### src/rtl/fetch_ctrl_pkg.sv
// Shared definitions for the instruction fetch controller: FSM states,
// address/instruction widths and the default reset PC.
package fetch_ctrl_pkg;
  localparam int ADDR_W = 30;
  localparam int INST_W = 32;
  localparam logic [ADDR_W-1:0] RESET_PC_DEF = 30'h0000_0C00;

  typedef enum logic [1:0] {
    IDLE   = 2'd0,
    FETCH  = 2'd1,
    HOLD   = 2'd2,
    HALTED = 2'd3
  } state_e;
endpackage

### src/rtl/fetch_ctrl_retire_counter.sv
// Free-running count of retired instructions; wraps silently at 2^32.
module fetch_ctrl_retire_counter (
  input  logic        clk,
  input  logic        rst_n,
  input  logic        en_i,
  output logic [31:0] cnt_o
);
  logic [31:0] cnt_q;
  logic [31:0] cnt_d;

  always_comb begin
    cnt_d = en_i ? cnt_q + 32'd1 : cnt_q;
  end

  always_ff @(posedge clk or negedge rst_n) begin
    if (!rst_n) cnt_q <= '0;
    else        cnt_q <= cnt_d;
  end

  assign cnt_o = cnt_q;
endmodule

### src/rtl/fetch_ctrl.sv
// Single-outstanding instruction fetch controller: fetch at pc, hold the
// word for decode until retired, then advance to next_pc or halt.
module fetch_ctrl #(
  parameter int ADDR_W = fetch_ctrl_pkg::ADDR_W,
  parameter logic [ADDR_W-1:0] RESET_PC = fetch_ctrl_pkg::RESET_PC_DEF
) (
  input  logic                              clk,
  input  logic                              rst_n,
  output logic [ADDR_W-1:0]                 pc,
  input  logic [ADDR_W-1:0]                 next_pc,
  output logic                              imem_req,
  output logic [ADDR_W-1:0]                 imem_addr,
  input  logic                              imem_ack,
  input  logic [fetch_ctrl_pkg::INST_W-1:0] imem_rdata,
  output logic [fetch_ctrl_pkg::INST_W-1:0] inst,
  output logic                              inst_valid,
  input  logic                              inst_ready,
  input  logic                              halt,
  output logic                              halted,
  output logic [31:0]                       retire_cnt,
  output logic [1:0]                        state_dbg
);
  import fetch_ctrl_pkg::*;

  // Handshakes: a fetch completes on a cycle with imem_req && imem_ack, an
  // instruction retires on a cycle with inst_valid && inst_ready; either
  // strobe is ignored while its partner is low.
  state_e              state_q;
  logic [ADDR_W-1:0]   pc_q;
  logic [INST_W-1:0]   inst_q;
  logic                retire;

  assign retire = (state_q == HOLD) && inst_ready;

  always_ff @(posedge clk or negedge rst_n) begin
    if (!rst_n) begin
      state_q <= IDLE;
      pc_q    <= RESET_PC;
      inst_q  <= '0;
    end else begin
      case (state_q)
        IDLE:    state_q <= halt ? HALTED : FETCH;
        FETCH: begin
          // halt is deliberately not looked at here: the request must finish
          if (imem_ack) begin
            inst_q  <= imem_rdata;
            state_q <= HOLD;
          end
        end
        HOLD: begin
          if (inst_ready) begin
            pc_q    <= next_pc;
            state_q <= halt ? HALTED : FETCH;
          end
        end
        HALTED:  state_q <= HALTED;
        default: state_q <= IDLE;
      endcase
    end
  end

  fetch_ctrl_retire_counter u_retire_counter (
    .clk   (clk),
    .rst_n (rst_n),
    .en_i  (retire),
    .cnt_o (retire_cnt)
  );

  assign pc         = pc_q;
  assign imem_addr  = pc_q;
  assign inst       = inst_q;
  assign imem_req   = (state_q == FETCH);
  assign inst_valid = (state_q == HOLD);
  assign halted     = (state_q == HALTED);
  assign state_dbg  = state_q;
endmodule
### config.mk
export PLATFORM = sky130hd
export DESIGN_NAME = fetch_ctrl
export DESIGN_NICKNAME = d
export VERILOG_FILES = /design/src/rtl/fetch_ctrl_pkg.sv /design/src/rtl/fetch_ctrl_retire_counter.sv /design/src/rtl/fetch_ctrl.sv
export SDC_FILE = /design/constraint.sdc
export NUM_CORES = 1
export LEC_CHECK = 0
export BUFFER_PORTS_ARGS = -buffer_cell sky130_fd_sc_hd__buf_2
export CAP_MARGIN = 10
export CORE_ASPECT_RATIO = 1.75
export CORE_MARGIN = 3
export CORE_UTILIZATION = 36
export DETAILED_ROUTE_END_ITERATION = 8
export GPL_TIMING_DRIVEN = 0
export PLACE_DENSITY = 0.63
export SLEW_MARGIN = 5
export SYNTH_ARGS = -nofsm -noshare
export SYNTH_HDL_FRONTEND = slang
export SYNTH_SLANG_ARGS = --single-unit
### constraint.sdc
create_clock -name clk -period 2.45 [get_ports clk]
set_clock_uncertainty 0.15 [all_clocks]
set_input_delay 0 -clock clk [delete_from_list [all_inputs] [get_ports clk]]
set_output_delay 0 -clock clk [all_outputs]
set_load 0.005 [all_outputs]
==> flow_metrics.py <==
metrics = {
    "outcome": {
        "status": "finished clean",
    },
    "power_and_ir_drop": {
        "ir_drop_mv": 0.580,
        "powerDensity_nw_per_um2": 961,
        "power_mw": 5.99,
        "leakage_nw": 3.21,
    },
    "timing": {
        "rsz0062_at_grt": "no",
        "fmax_mhz": 530,
        "finalSetupTns_ns": 0,
        "fin_crit_sh_pct": 77.0,
        "slew_viol_final": 0,
        "min_period_ns": 1.89,
        "tightestPinTransition_ns": 0.668,
        "fin_ws_ns": 0.564,
        "setup_viol_count_final": 0,
        "hold_viol": 0,
        "relSlewSlack_pct": 55.0,
    },
    "yosys": {
        "async_flop_share_pct": 100,
        "yosysSeqAreaShare_pct": 58.8,
        "synth_ff_type": "dfrtp_1",
        "synth_edf_count": 0,
        "synth_top_area_share_pct": 57.5,
        "synth_cell_types": 28,
        "synth_nets": 369,
        "synthCells": 301,
        "syn-cell-area_um2": 4090,
        "synth.area.top_cells": "dfrtp_1 (57%), mux2_2 (17%), xnor2_1 (6.0%)",
        "yosys-top-cells-count": "dfrtp_1 (94), mux2_2 (63), buf_4 (31)",
        "yosysWarnings": 0,
        "synth.avg_cell_area_um2": 13.6,
        "synth_most_common_cell": "dfrtp_1",
        "yosys.area.top_type": "dfrtp_1",
        "synth_seq_cells": 96,
    },
    "critical_path": {
        "crit_path_top_delay_cell": "dlygate4sd3_1",
        "endpoint_kind": "flop",
        "arrival_ns": 1.94,
        "critical_path_class": "reg -> reg",
        "cp_slowest_stage_delay_ns": 0.55,
        "path_cells": "nand3b_4, mux2_2, dlygate4sd3_1",
        "required_ns": 2.51,
        "r2r_end": "imem_addr[0]$_DFFE_PN0P_",
        "r2r_slack_ns": 0.56,
        "startpoint_type": "flop",
        "regToRegStartpoint": "state_dbg[0]$_DFFE_PN0P_",
        "cp_max_fo": 7,
        "reg2reg_depth": 3,
    },
    "floorplanning": {
        "rows": 50,
        "die_area_um2": 12700,
        "pin_count": 196,
        "start_util_pct": 37.6,
        "die-height_um": 147,
        "core-area_um2": 10900,
        "dieWidth_um": 86.6,
    },
    "route": {
        "firstDrtPassIters": 4,
        "vias_per_cell": 4.65,
        "drtIter0Drc": 117,
        "post_drt_wl_per_cell_um": 15.0,
        "finalWirelength_um": 10700,
        "drc": 0,
        "drt.antenna.violating_nets": 0,
        "detailroute.via_count": 3313,
    },
    "worst_hold_path": {
        "hold_path_end": "u_retire_counter.cnt_o[2]$_DFFE_PN0P_",
        "hold_path_depth": 3,
        "min-delay-start": "inst_ready",
        "hold_class": "in -> reg",
    },
    "clock_network": {
        "cts_tree": "yes",
        "cts_sinks": 96,
        "cts.clk_slew.worst_paths_ns": 0.06,
        "htreeDepth": 3,
        "cts.path.max_buffers": 2,
        "clk_latency_ns": 0.33,
        "root_buffer": "clkbuf_16",
        "numCtsBuffers": 9,
        "post-cts-setup-buffers": 0,
    },
    "global_routing": {
        "grt_max_degree": 54,
        "grtUsageTotal_pct": 17.3,
        "first_global_vias": 3505,
        "grt_pass1_wl_um": 17400,
        "grt_antenna_before_repair": 0,
        "gr-total-overflow": 0,
    },
    "job": {
        "drv_cap": 0,
    },
    "placement": {
        "io_buffers": 195,
        "gp_congestion": 0.731,
        "place_hpwl_um": 7620,
        "dpl_worst_slack_ns": 0.561,
    },
    "cells_and_area": {
        "drive_gt1_share_pct": 54.6,
        "diodes": 0,
        "fill_cells": 935,
        "num-nets-final": 645,
        "syn_to_final_growth_pct": 52.2,
    },
}
[where the power goes]
group          internal, mW  switching (mW)  leakage (nW)
Sequential             2.13           0.348          1.22
Combinational          1.41           0.791          1.86
Clock                 0.719           0.586         0.133
[logic make-up (layout without fill, tap and decap cells)]
family | Yosys count | after routing | synth area share (%)
and+or+nand+nor | 64 | 64 | 9.27
AOI/OAI and AO/OA | 4 | 4 | 0.612
muxes | 63 | 63 | 17.3
xor gates and xnor gates | 31 | 31 | 6.64
buffers and inverters | 42 | 323 | 7.06
adders and majority gates | 1 | 1 | 0.306
DFF | 96 | 96 | 58.8
[area by class of cell]
cell class,count,area (um^2),share of cell area (%)
Inverter,4,15.0,0.241
Sequential cell,96,2400,38.6
Multi-Input combinational cell,163,1400,22.4
Buffer,38,274,4.40
Tap cell,130,163,2.61
Clock buffer,12,246,3.96
Clock inverter,4,30.0,0.482
Timing Repair Buffer,265,1700,27.2
[routing by layer]
metal / GRT usage, % / share of wire [%] / vias up
met4: 6.24 / 2.0 / 0
met2: 31.5 / 56 / 118
met5: 0 / 0 / -
met1: 19.0 / 37 / 1614
li1: - / - / 1562
met3: 4.26 / 5.8 / 19
[cells in the final DEF, fill, tap and decap left out, types with 2 or more instances in the layout]
cell | netlist | layout
a21oi_1 | 2 | 2
and2_1 | 2 | 2
and3_1 | 3 | 3
buf_2 | 6 | 200
buf_4 | 31 | 32
clkbuf_1 | 0 | 2
clkbuf_16 | 0 | 9
clkinv_4 | 0 | 2
dfrtp_1 | 94 | 94
dfstp_2 | 2 | 2
dlygate4sd3_1 | 0 | 69
inv_1 | 4 | 4
mux2_2 | 63 | 63
nand2_1 | 13 | 13
nand3_1 | 15 | 15
nand4_1 | 13 | 13
nor2_1 | 8 | 8
nor4_1 | 2 | 2
xnor2_1 | 28 | 28
xor2_1 | 3 | 3
[state kept, by name (all words and copies together), names as in the netlist]
signal / cells
u_retire_counter.cnt_o: 32
imem_addr: 30
state_dbg: 2
inst: 32
[how the worst max path moves through the flow]
stage / depth (start not counted) / endpoint / slack (ns) / from
global placement: 1 / imem_addr[21]$_DFFE_PN0P_ / 0.25 / rst_n
global route: 4 / u_retire_counter.cnt_o[31]$_DFFE_PN0P_ / 0.40 / u_retire_counter.cnt_o[17]$_DFFE_PN0P_
floorplan: 5 / u_retire_counter.cnt_o[29]$_DFFE_PN0P_ / 0.82 / state_dbg[0]$_DFFE_PN0P_
detailed placement: 6 / u_retire_counter.cnt_o[26]$_DFFE_PN0P_ / 0.56 / u_retire_counter.cnt_o[0]$_DFFE_PN0P_
CTS: 6 / u_retire_counter.cnt_o[30]$_DFFE_PN0P_ / 0.55 / u_retire_counter.cnt_o[0]$_DFFE_PN0P_
finish: 3 / imem_addr[0]$_DFFE_PN0P_ / 0.56 / state_dbg[0]$_DFFE_PN0P_
[through the flow]
stage               instance area, um^2  hold WS (ns)  instances  util (%)
floorplan                          4090        -0.446        301         -
global placement                   5230        0.0600        626      48.0
detailed placement                 5260        -0.111        627      48.3
CTS                                6230        0.0172        712      57.2
global route                       6230        0.0458        712      57.2
finish                             6230        0.0156        712      57.2
[critical path: cells and delay by family, from the launching register on]
family / cells / cell delay [ns]
muxes: 1 / 0.34
buffers and inverters: 1 / 0.55
DFF: 1 / 0.46
and+or+nand+nor: 1 / 0.25
[what timing repair did]
item	CTS	global route
resized for setup	0	0
hold buffers	69	0
endpoints found under the hold margin	158	0
(Power assumes the default switching activity.)
